==> src/rtl/shared_instance_arbiter.sv <==
// Arbitrates one shared datapath among NUM_REQ requesters; grant registered 1 cycle after request, one IDLE bubble per release.
// Backpressure: res_ready_i=0 freezes grant, select and beat count; a stalled grant is held, never revoked.
module shared_instance_arbiter #(
    parameter int NUM_REQ  = 4,
    parameter int POLICY   = 0,
    parameter int MAX_HOLD = 8,
    localparam int IDX_W   = $clog2(NUM_REQ),
    localparam int HC_W    = (MAX_HOLD < 1) ? 1 : $clog2(MAX_HOLD + 1)
) (
    input  logic               clk,
    input  logic               rst_n,
    input  logic [NUM_REQ-1:0] req_i,
    input  logic [NUM_REQ-1:0] last_i,
    output logic [NUM_REQ-1:0] gnt_o,
    output logic [IDX_W-1:0]   res_sel_o,
    output logic               res_valid_o,
    input  logic               res_ready_i,
    output logic               busy_o
);

    typedef enum logic {IDLE, GRANT} state_t;

    localparam logic [HC_W-1:0] HOLD_LAST = HC_W'((MAX_HOLD > 0) ? MAX_HOLD - 1 : 0);

    state_t             state, state_nxt;
    logic [NUM_REQ-1:0] gnt_nxt;
    logic [IDX_W-1:0]   sel_nxt, rr_ptr, ptr_nxt, win;
    logic [HC_W-1:0]    hold_cnt, cnt_nxt;
    logic               sel_req, beat, hold_hit, rel;

    generate
        if (POLICY == 0) begin : g_round_robin
            logic [2*NUM_REQ-1:0] req_dbl;
            logic [NUM_REQ-1:0]   req_rot;
            logic [IDX_W:0]       off, sum;
            // Rotate so bit 0 is rr_ptr, take the lowest set bit, then rotate the index back.
            assign req_dbl = {req_i, req_i} >> rr_ptr;
            assign req_rot = req_dbl[NUM_REQ-1:0];
            always_comb begin
                off = '0;
                for (int i = NUM_REQ - 1; i >= 0; i--) begin
                    if (req_rot[i]) off = (IDX_W + 1)'(i);
                end
                sum = {1'b0, rr_ptr} + off;
                if (sum >= (IDX_W + 1)'(NUM_REQ)) sum = sum - (IDX_W + 1)'(NUM_REQ);
                win = sum[IDX_W-1:0];
            end
        end else if (POLICY == 1) begin : g_low_first
            always_comb begin
                win = '0;
                for (int i = NUM_REQ - 1; i >= 0; i--) begin
                    if (req_i[i]) win = IDX_W'(i);
                end
            end
        end else begin : g_high_first
            always_comb begin
                win = '0;
                for (int i = 0; i < NUM_REQ; i++) begin
                    if (req_i[i]) win = IDX_W'(i);
                end
            end
        end
    endgenerate

    assign busy_o      = (state == GRANT);
    assign sel_req     = req_i[res_sel_o];
    assign res_valid_o = busy_o & sel_req;
    assign beat        = res_valid_o & res_ready_i;
    assign hold_hit    = (MAX_HOLD != 0) && (hold_cnt == HOLD_LAST);
    // A withdrawn request releases even though no beat can happen.
    assign rel         = ~sel_req | (beat & (last_i[res_sel_o] | hold_hit));

    always_comb begin
        state_nxt = state;
        gnt_nxt   = gnt_o;
        sel_nxt   = res_sel_o;
        ptr_nxt   = rr_ptr;
        cnt_nxt   = hold_cnt;
        case (state)
            IDLE: begin
                if (|req_i) begin
                    state_nxt = GRANT;
                    gnt_nxt   = {{(NUM_REQ-1){1'b0}}, 1'b1} << win;
                    sel_nxt   = win;
                    cnt_nxt   = '0;
                end
            end
            GRANT: begin
                if (beat && hold_cnt != {HC_W{1'b1}}) cnt_nxt = hold_cnt + 1'b1;
                if (rel) begin
                    state_nxt = IDLE;
                    gnt_nxt   = '0;
                    if (POLICY == 0)
                        ptr_nxt = (res_sel_o == IDX_W'(NUM_REQ - 1)) ? '0 : res_sel_o + 1'b1;
                end
            end
            default: state_nxt = IDLE;
        endcase
    end

    always_ff @(posedge clk) begin
        if (!rst_n) begin
            state     <= IDLE;
            gnt_o     <= '0;
            res_sel_o <= '0;
            rr_ptr    <= '0;
            hold_cnt  <= '0;
        end else begin
            state     <= state_nxt;
            gnt_o     <= gnt_nxt;
            res_sel_o <= sel_nxt;
            rr_ptr    <= ptr_nxt;
            hold_cnt  <= cnt_nxt;
        end
    end

endmodule

==> config.mk <==
export PLATFORM = sky130hd
export DESIGN_NAME = shared_instance_arbiter
export DESIGN_NICKNAME = d
export VERILOG_FILES = /design/src/rtl/shared_instance_arbiter.sv
export SDC_FILE = /design/constraint.sdc
export NUM_CORES = 1
export LEC_CHECK = 0
export BUFFER_PORTS_ARGS = -buffer_cell sky130_fd_sc_hd__buf_2
export CAP_MARGIN = 0
export CORE_MARGIN = 2
export CORE_UTILIZATION = 35
export CTS_CLUSTER_DIAMETER = 150
export CTS_CLUSTER_SIZE = 10
export DETAILED_ROUTE_END_ITERATION = 16
export GPL_TIMING_DRIVEN = 0
export HOLD_SLACK_MARGIN = 0.1
export PLACE_DENSITY = 0.65
export SKIP_LAST_GASP = 1
export SLEW_MARGIN = 30
export SYNTH_ARGS = -nofsm -noshare
export SYNTH_HDL_FRONTEND = slang
export SYNTH_SLANG_ARGS = --single-unit
==> constraint.sdc <==
create_clock -name clk -period 5.39 [get_ports clk]
set_input_delay 0.8085 -clock clk [delete_from_list [all_inputs] [get_ports clk]]
set_output_delay 0.8085 -clock clk [all_outputs]
set_load 0.02 [all_outputs]
; Word level (Yosys, flattened, before mapping)
; Cells that the tools add are included.
[classes]
eq_ne = 6
add_sub_neg = 4
shifts = 2
n_mux = 19
bitwise_logic = 7
n_reduce_logical = 6
n_lt_le_gt_ge = 2
[op_table]
columns = operator, count
row1 = two-way mux 4 bit, 4
row2 = case mux 4 bit (2 select lines), 2
row3 = two-way mux 2 bit, 5
row4 = AND reduction 2 bit, 4
row5 = right shift 8 x 2 -> 4 bit, 1
row6 = adder 4 x 1 -> 4 bit (second input constant), 1
row7 = binary-select mux 1 bit (select 2 bit), 2
row8 = == test 4 x 3 -> 1 bit (second input constant), 1
row9 = two-way mux 1 bit, 4
row10 = inequality test 2 x 1 -> 1 bit (second input constant), 2
row11 = inequality test 4 bit (second input constant), 1
row12 = OR reduction 4 bit, 1
row13 = left shift 1 x 2 -> 4 bit (first input constant), 1
row14 = adder 2 x 3 -> 3 bit, 1
row15 = bitwise AND 1 bit, 3
row16 = greater-or-equal comparator 3 bit (second input constant), 1
row17 = less-than comparator 2 x 3 -> 1 bit (second input constant), 1
row18 = two-way mux 3 bit, 1
row19 = adder 2 x 1 -> 2 bit (second input constant), 1
row20 = == test 2 bit (second input constant), 1
row21 = inequality test 2 bit (second input constant), 1
row22 = inverter 1 bit, 2
row23 = bitwise OR 1 bit, 2
row24 = case mux 1 bit (2 select lines), 1
row25 = 2 further kinds, 2
[word_totals]
input_bits = 11
reg_bits = 13
out_inout_bits = 8
wordCells = 51

; Depth between registers and ports, before layout
; Gate-level depths: netlist of the first run.
[depth]
ltp_word = 11
ltp_mapped = 8
ltp_nobuf = 7

; Least setup slack after synthesis of the first run
; OpenSTA, ideal clock, no wires.
[synth_path]
path_kind = in2out
start = input req_i[2]
end = output res_valid_o
arrival_ps = 1696
cell_stages = 3
setup_slack_ps = 2885
t_required_ps = 4582
path_cell_list = clkbuf_1 -> mux4_2 -> and2_2
[synth_between]
elab_chain_len = 3
[synth_lines]
columns = element, line
row1 = from (decl), 12  ; input logic [NUM_REQ-1:0] req_i,
row2 = binary-select mux 1 bit (select 2 bit), 66  ; assign sel_req = req_i[res_sel_o];
row3 = two-way mux 1 bit (not written as such), 66
row4 = bitwise AND 1 bit, 67  ; assign res_valid_o = busy_o & sel_req;
row5 = to (decl), 16  ; output logic res_valid_o,
; No other way between the ends. The select of a mux whose other input is x is not followed.

; Worst setup path in the final report of the first run
; Same ends and word-level chain as after synthesis.

==> results of run 1 <==
power breakdown:
part	total, uW	internal [uW]	switching (uW)	leakage [uW]
logic	82.9	33.2	49.7	0.000267
clock network	60.0	28.7	31.3	0.0000150
registers	115	105	9.73	0.000106
total	258	167	90.7	0.000389
cell usage after synthesis, types with 2 or more instances:
master    count  share of area, %
a21boi_0      2               1.8
nand4_1       5               3.8
nor2_1       12               5.4
clkbuf_1      4               1.8
xor2_1        3               3.2
dfxtp_1      13                31
nand2_1      10               4.5
ha_1          3               4.5
o21ai_0       8               4.8
nor3b_1       3               2.7
a21oi_1       3               1.8
mux2i_1       2               2.4
nand3_1       7               4.2
inv_1         2              0.91
per-layer routing:
layer | GRT usage, % | up-vias | wire [um]
met3 | 2.86 | 4 | 92
met1 | 19.9 | 371 | 866
met4 | 7.69 | 0 | 25
met5 | 0 | - | 0
met2 | 24.2 | 21 | 826
li1 | - | 404 | -
sequential cells by signal, indices dropped and copies added, names as in the netlist:
name	flops
rr_ptr	2
res_sel_o	2
hold_cnt	4
busy_o	1
gnt_o	4
worst paths after layout:
check                               from                    end  slack [ns]  cells past startpoint
setup / recovery                req_i[2]            res_valid_o        2.71                      4
hold / removal     gnt_o[0]$_SDFFE_PN0P_  gnt_o[0]$_SDFFE_PN0P_        0.48                      2
setup reg to reg  rr_ptr[0]$_SDFFE_PN0P_  gnt_o[2]$_SDFFE_PN0P_        3.47                      6
hold reg to reg    gnt_o[0]$_SDFFE_PN0P_  gnt_o[0]$_SDFFE_PN0P_        0.48                      2
layout make-up:
cell class | instances | area, um^2
clock buffers | 4 | 26.3
flip-flops and latches | 13 | 260
fillers | 231 | 1270
multi-input cells | 79 | 533
repair buffers | 15 | 75.1
inverters | 3 | 11.3
plain buffers | 6 | 23.8
well taps | 28 | 35.0
critical path: cells and delay by family:
kind / cells / cell delay, ns
multiplexers: 1 / 0.52
buffers and inverters: 2 / 0.33
AND/OR/NAND/NOR: 1 / 0.23
through the flow:
step / hold slack [ns] / std cells / utilization, %
3_5_place_dp: 0.472 / 144 / 42.0
6_report: 0.482 / 148 / 43.2
3_3_place_gp: 0.467 / 144 / 42.0
2_1_floorplan: 0.472 / 101 / -
4_1_cts: 0.487 / 148 / 43.2
5_1_grt: 0.524 / 148 / 43.2
logic make-up after synthesis:
family	synth area share, %
and+or+nand+nor	28.7
AOI/OAI and AO/OA	21.8
DFF	31.4
buffers and inverters	4.23
xor gates and xnor gates	4.23
muxes	5.14
adders and majority gates	4.53
==> flow_metrics.tcl, run 1 <==
set metrics [dict create \
    skew_ns 0.00858 \
    htreeDepth 1 \
    slowest_stage "mux4_2" \
    initial_core_util_pct 37.1 \
    synthArstFlopShare_pct 0 \
    tightestPinTransition_ns 0.498 \
    yosysUniqueCellTypes 38 \
    drt_iter0_drc 19 \
    cellPowerDensity_nw_per_um2 268 \
    power_leakage_uw 0.000389 \
    dp_hpwl_um 1370 \
    hp-class "reg2reg" \
    finalMaxSlewViolations 0 \
    grt_remaining_overflow 0 \
    layout_commonest_cell "buf_2" \
    finalPower_uw 258 \
    final_nets 135 \
    via_count 800 \
    syn_nets 115 \
    synth-seq-area-share_pct 31.4 \
    start_kind "input port" \
    wire_per_inst_um 12.2 \
    fin_crit_sh_pct 49.8 \
    dieHeight_um 52.6 \
    cts_hold_buf 0 \
    cts_tree "done" \
    grt_usage_pct 15.4 \
    cp.required_ns 4.58 \
    syn_area_per_cell_um2 8.20 \
    place_ws_ns 2.70 \
    cp_cell_sequence "clkbuf_1, mux4_2, and2_2, buf_2" \
    fin_area_um2 965 \
    cts_buffers 3 \
    grt_pass1_wl_um 3110 \
    placed_area_um2 938 \
    synthToLayoutAreaGrowth_pct 16.5 \
    place_congestion 0.773 \
    drive_gt1_share_pct 21.7 \
    outcome "finished clean" \
    antenna_found_initial 0 \
    ios 19 \
    final_cell_mix "buf_2, dfxtp_1, nor2_1" \
    root_buffer "clkbuf_4" \
    critPathKind "in2out" \
    dr.pass1.iters 4 \
    clock_latency_ns 0.28 \
    dieArea_um2 2770 \
    vdd_drop_max_uv 172 \
    max_freq_mhz 373 \
    synth_edf_count 0 \
    port_buffers 15 \
    rsz0062_at_grt "false" \
    cpPeakStageDelay_ns 0.52 \
    period_minus_slack_ns 2.68 \
    clkTransAtPathRegs_ns 0.08 \
    fin_ws_ns 2.71 \
    synth_ff_type "dfxtp_1" \
    syn_area_um2 828 \
    critPathArrivalTime_ns 1.87 \
    grt_max_degree 11 \
    antenna_cells 0 \
    core_um2 2230 \
    hold_violations 0 \
    end_kind "output port" \
    max_slew_margin_pct 66.7 \
    drv_cap 0 \
    cts-resized-gates 0 \
    routed_wl_um 1810 \
    syn_inst 101 \
    cts_post_setup_buffers_inserted 0 \
    postRouteAntennaNets 0 \
    cp_max_fo 9 \
    ys_warn_count 0 \
    rows 17 \
    cts.sinks 13 \
    tns_ns 0 \
    ys_ff_latch 13 \
    route.detailed.drc 0 \
    clockBufferDepth 2 \
    grt_pass1_vias 702 \
    setup_violations 0 \
    viasPerCell 5.41 \
    die_x_um 52.6 \
]
Power figures use the tool's default switching activity.
==> inputs of run 2 (changes only) <==
--- a/config.mk
+++ b/config.mk
@@ -14,7 +14,7 @@
 export DETAILED_ROUTE_END_ITERATION = 16
 export GPL_TIMING_DRIVEN = 0
 export HOLD_SLACK_MARGIN = 0.1
-export PLACE_DENSITY = 0.65
+export PLACE_DENSITY = 0.67
 export SKIP_LAST_GASP = 1
 export SLEW_MARGIN = 30
 export SYNTH_ARGS = -nofsm -noshare
==> constraint.sdc (replaced) <==
create_clock -name clk -period 2.2 [get_ports clk]
set_input_delay 0.33 -clock clk [delete_from_list [all_inputs] [get_ports clk]]
set_output_delay 0.33 -clock clk [all_outputs]
set_load 0.02 [all_outputs]
==> run 2 against run 1 <==
Compared with the run above:
- global-route usage fell by 0.10 points
- non-clock buffer count did not move
- sequential power rose by 150%
- wire length rose by 1.8%
- first-iteration DRC count fell by 47%
- sequential cell count did not move
- combinational power rose by 150%
- hold slack got worse by 0.086 ns
- setup slack got worse by 2.6 ns
==> flow_metrics.tcl, run 2 (same netlist as run 1, synthesis figures left out) <==
set metrics [dict create \
    crit_family "multiplexers" \
    start_kind "register" \
    clockBufferDepth 2 \
    grt_remaining_overflow 0 \
    clock_latency_ns 0.28 \
    grt_pass1_vias 737 \
    placed_area_um2 938 \
    grt_usage_pct 15.3 \
    top_layer "met4" \
    core_um2 2230 \
    fin_area_um2 965 \
    cp.required_ns 1.87 \
    skew_ns 0.00716 \
    rows 17 \
    hold_violations 0 \
    drt_iter0_drc 10 \
    setup_violations 0 \
    fin_crit_sh_pct 94.7 \
    period_minus_slack_ns 2.08 \
    end_kind "output port" \
    fin_ws_ns 0.116 \
    wire_per_inst_um 12.4 \
    layout_commonest_cell "buf_2" \
    slowest_stage "mux4_2" \
    cts-resized-gates 0 \
    tightestPinTransition_ns 0.491 \
    root_buffer "clkbuf_4" \
    dieHeight_um 52.6 \
    cts_post_setup_buffers_inserted 0 \
    final_nets 135 \
    grt_max_degree 11 \
    met3WireLength_um 95 \
    place_congestion 0.761 \
    synthToLayoutAreaGrowth_pct 16.5 \
    route.detailed.drc 0 \
    outcome "finished clean" \
    routed_wl_um 1840 \
    vdd_drop_max_uv 397 \
    swShare_pct 35.4 \
    met1Wirelength_um 887 \
    power_leakage_uw 0.000389 \
    critical_path_buf_inv_count 1 \
    top_regs "gnt_o x4, hold_cnt x4" \
    postRouteAntennaNets 0 \
    dr.pass1.iters 4 \
    cp_cell_sequence "mux4_2, and2_2, buf_2" \
    cts_hold_buf 0 \
    share_comb_of_total_power_pct 32.2 \
    port_buffers 15 \
    max_freq_mhz 480 \
    max_slew_margin_pct 67.1 \
    grt_pass1_wl_um 3150 \
    final_cell_mix "buf_2, dfxtp_1, nor2_1" \
    drv_cap 0 \
    cts_buffers 3 \
    ios 19 \
    die_x_um 52.6 \
    dp_hpwl_um 1380 \
    power_switching_uw 225 \
    internal_power_uw 410 \
    tns_ns 0 \
    drive_gt1_share_pct 21.7 \
    cpPeakStageDelay_ns 0.59 \
    cts_tree "done" \
    pwr-share-clk_pct 23.3 \
    antenna_found_initial 0 \
    initial_core_util_pct 37.1 \
    wl_met2_um 829 \
    critPathKind "reg2out" \
    htreeDepth 1 \
    hp-class "in2reg" \
    rsz0062_at_grt "false" \
    place_ws_ns 0.313 \
    cp_max_fo 6 \
    clkTransAtPathRegs_ns 0.08 \
    cellPowerDensity_nw_per_um2 659 \
    dieArea_um2 2770 \
    seq_power_share_pct 44.5 \
    finalMaxSlewViolations 0 \
    cts.sinks 13 \
    critPathArrivalTime_ns 1.75 \
    viasPerCell 5.37 \
    antenna_cells 0 \
    via_count 795 \
]
run 2: cell counts in the layout (fill, tap and decap cells not counted):
Identical to the previous run, type by type.
run 2: power groups by stage:
stage                     Clock, uW  Sequential, uW  Combinational [uW]
final                           148             283                 204
after global routing            158             287                 230
after CTS                       153             283                 205
after detailed placement          0             289                 203
after global placement            0             287                 198
after floorplan                   0             305                 127
run 2: per-stage QoR:
stage	util, %	total power [uW]	hold slack [ns]	instances
finish	43.2	635	0.396	148
global route	43.2	675	0.444	148
CTS	43.2	641	0.398	148
detailed placement	42.0	492	0.470	144
global placement	42.0	485	0.467	144
floorplan	-	432	0.472	101
run 2: layer usage:
layer  up-vias  global-route usage, %
met5         -                      0
met4         0                   5.13
met3         2                   2.86
met2        20                   25.4
met1       364                   19.7
li1        409                      -
run 2: cell type report:
type	count	area, um^2
fill	237	1270
buffer	6	23.8
clock buffer	4	26.3
multi-input combinational	79	533
inverter	3	11.3
tap	28	35.0
sequential	13	260
timing repair buffer	15	75.1
run 2: worst reg2reg max path, cell delays in order, from the launching register on:
cell	delay (ns)
dfxtp_1	0.35
clkbuf_1	0.31
inv_1	0.11
nor3b_1	0.19
o21ai_0	0.10
o2111ai_1	0.13
ha_1	0.29
nand3b_1	0.19
o21ai_0	0.16
run 2: path summary, 6_finish.rpt:
kind / cells after the start / endpoint / slack [ns] / startpoint
max: 3 / res_valid_o / 0.12 / res_sel_o[1]$_SDFFE_PN0P_
min: 3 / rr_ptr[0]$_SDFFE_PN0P_ / 0.40 / rst_n
max reg2reg: 8 / gnt_o[2]$_SDFFE_PN0P_ / 0.29 / rr_ptr[0]$_SDFFE_PN0P_
min reg2reg: 2 / gnt_o[2]$_SDFFE_PN0P_ / 0.49 / gnt_o[2]$_SDFFE_PN0P_
==> inputs of run 3 (changes only) <==
--- a/config.mk
+++ b/config.mk
@@ -7,6 +7,8 @@
 export LEC_CHECK = 0
 export BUFFER_PORTS_ARGS = -buffer_cell sky130_fd_sc_hd__buf_2
 export CAP_MARGIN = 0
+export CELL_PAD_IN_SITES_DETAIL_PLACEMENT = 1
+export CELL_PAD_IN_SITES_GLOBAL_PLACEMENT = 1
 export CORE_MARGIN = 2
 export CORE_UTILIZATION = 35
 export CTS_CLUSTER_DIAMETER = 150
@@ -14,7 +16,7 @@
 export DETAILED_ROUTE_END_ITERATION = 16
 export GPL_TIMING_DRIVEN = 0
 export HOLD_SLACK_MARGIN = 0.1
-export PLACE_DENSITY = 0.67
+export PLACE_DENSITY = 0.81
 export SKIP_LAST_GASP = 1
 export SLEW_MARGIN = 30
 export SYNTH_ARGS = -nofsm -noshare
==> constraint.sdc (replaced) <==
create_clock -name clk -period 2 [get_ports clk]
set_input_delay 0.3 -clock clk [delete_from_list [all_inputs] [get_ports clk]]
set_output_delay 0.3 -clock clk [all_outputs]
set_load 0.02 [all_outputs]
==> run 3 against run 2 <==
Compared with the run above:
- wire length increased by 20%
- die area unchanged
- non-clock buffer count unchanged
- largest cell class unchanged
==> flow_metrics.tcl, run 3 (same netlist as run 1, synthesis figures left out) <==
set metrics [dict create \
    crit_start "res_sel_o[1]$_SDFFE_PN0P_" \
    dieArea_um2 2770 \
    grt_pass1_wl_um 3680 \
    power_switching_uw 255 \
    finalMaxSlewViolations 0 \
    root_buffer "clkbuf_4" \
    cts.sinks 13 \
    max_freq_mhz 527 \
    cts_buffers 3 \
    clkTransAtPathRegs_ns 0.08 \
    postRouteAntennaNets 0 \
    synthToLayoutAreaGrowth_pct 17.4 \
    critPathArrivalTime_ns 1.60 \
    top_regs "gnt_o x4, hold_cnt x4" \
    die_x_um 52.6 \
    cellPowerDensity_nw_per_um2 729 \
    antenna_found_initial 0 \
    cp.required_ns 1.70 \
    hp-start "rst_n" \
    dieHeight_um 52.6 \
    place_congestion 0.744 \
    critPathKind "reg2out" \
    via_count 823 \
    ios 19 \
    viasPerCell 5.56 \
    n_fill_cell 293 \
    initial_core_util_pct 37.1 \
    hp-class "in2reg" \
    regArea_um2 264 \
    drv_cap 0 \
    layoutNonFillerInstCount 148 \
    wire_per_inst_um 14.9 \
    rows 17 \
    outcome "finished clean" \
    layout_commonest_cell "buf_2" \
    drt_iter0_drc 11 \
    port_buffers 15 \
    hold_violations 0 \
    clock_latency_ns 0.27 \
    grt_usage_pct 18.3 \
    grt_max_degree 11 \
    share_comb_of_total_power_pct 33.0 \
    final_nets 135 \
    final_cell_mix "buf_2, nor2_1, dfxtp_1" \
    clockBufferDepth 2 \
    htreeDepth 1 \
    rsz0062_at_grt "false" \
    vdd_drop_max_uv 483 \
    post-place-cells 144 \
    max_slew_margin_pct 64.7 \
    internal_power_uw 454 \
    dr.pass1.iters 3 \
    cts_tree "done" \
    cp_max_fo 6 \
    route.detailed.drc 0 \
    period_minus_slack_ns 1.90 \
    end_kind "output port" \
    grt_remaining_overflow 0 \
    skew_ns 0.00467 \
    seq_power_share_pct 44.1 \
    dp_hpwl_um 1710 \
    reg2reg_from "rr_ptr[0]$_SDFFE_PN0P_" \
    swShare_pct 35.9 \
    grt_pass1_vias 837 \
    setup_violations 0 \
    core_um2 2230 \
    pwr-share-clk_pct 22.8 \
    start_kind "register" \
    tns_ns 0 \
    fin_util_pct 43.5 \
    power_leakage_uw 0.000391 \
    antenna_cells 0 \
    fin_crit_sh_pct 94.8 \
    drive_gt1_share_pct 24.2 \
    routed_wl_um 2200 \
    tightestPinTransition_ns 0.528 \
    multi_input_area_um2 536 \
]
==> run 3: changes by cell type in the layout (fill, tap and decap cells not counted) <==
cell      before  now
o21ai_0        8    7
ha_1           3    2
dfxtp_1       13   12
clkbuf_1       5    4
buf_2         16   17
o21ai_1        0    1
dfxtp_4        0    1
ha_2           0    1
==> run 3: worst paths after layout <==
| kind | end | slack [ns] | depth (start not counted) |
|---|---|---|---|
| hold / removal | rr_ptr[0]$_SDFFE_PN0P_ | 0.39 | 3 |
| hold reg to reg | gnt_o[2]$_SDFFE_PN0P_ | 0.48 | 2 |
| setup reg to reg | gnt_o[3]$_SDFFE_PN0P_ | 0.12 | 6 |
| setup / recovery | res_valid_o | 0.10 | 3 |
==> run 3: final cells by class <==
type	count	area share [%]
Sequential cell	13	27.2
Tap cell	28	3.60
Inverter	3	1.16
Clock buffer	4	2.70
Multi-Input combinational cell	79	55.1
Timing Repair Buffer	15	7.72
Buffer	6	2.57
==> run 3: through the flow <==
stage	hold WS, ns	area [um^2]	power [uW]	worst slack, ns
detailed placement	0.474	938	548	0.0405
global placement	0.465	938	535	0.169
global route	0.425	972	760	0.0139
CTS	0.383	966	713	0.0215
finish	0.392	972	709	0.104
floorplan	0.472	828	475	0.193
==> run 3: critical path, cell delays in order, from the launching register on <==
cell     delay, ns
dfxtp_4       0.39
mux4_2        0.54
and2_2        0.23
buf_2         0.16
==> run 3: timing repair <==
action	in CTS	in global routing
resized for setup	1	6
pin swaps	0	1
buffers inserted	0	0
setup endpoints to repair	1	6
hold buffers	0	0
==> run 3: power groups by stage <==
| stage | Combinational (uW) | Sequential (uW) | Clock [uW] |
|---|---|---|---|
| global route | 262 | 318 | 180 |
| global placement | 219 | 317 | 0 |
| detailed placement | 230 | 318 | 0 |
| CTS | 232 | 313 | 168 |
| floorplan | 140 | 336 | 0 |
| finish | 234 | 313 | 162 |
==> run 3: routing by layer <==
metal  global-route usage (%)  vias up  wire length, um
li1                         -      409                -
met3                     3.43        2               79
met2                     32.9       17             1090
met1                     21.7      395             1020
met5                        0        -                0
met4                     5.13        0                9
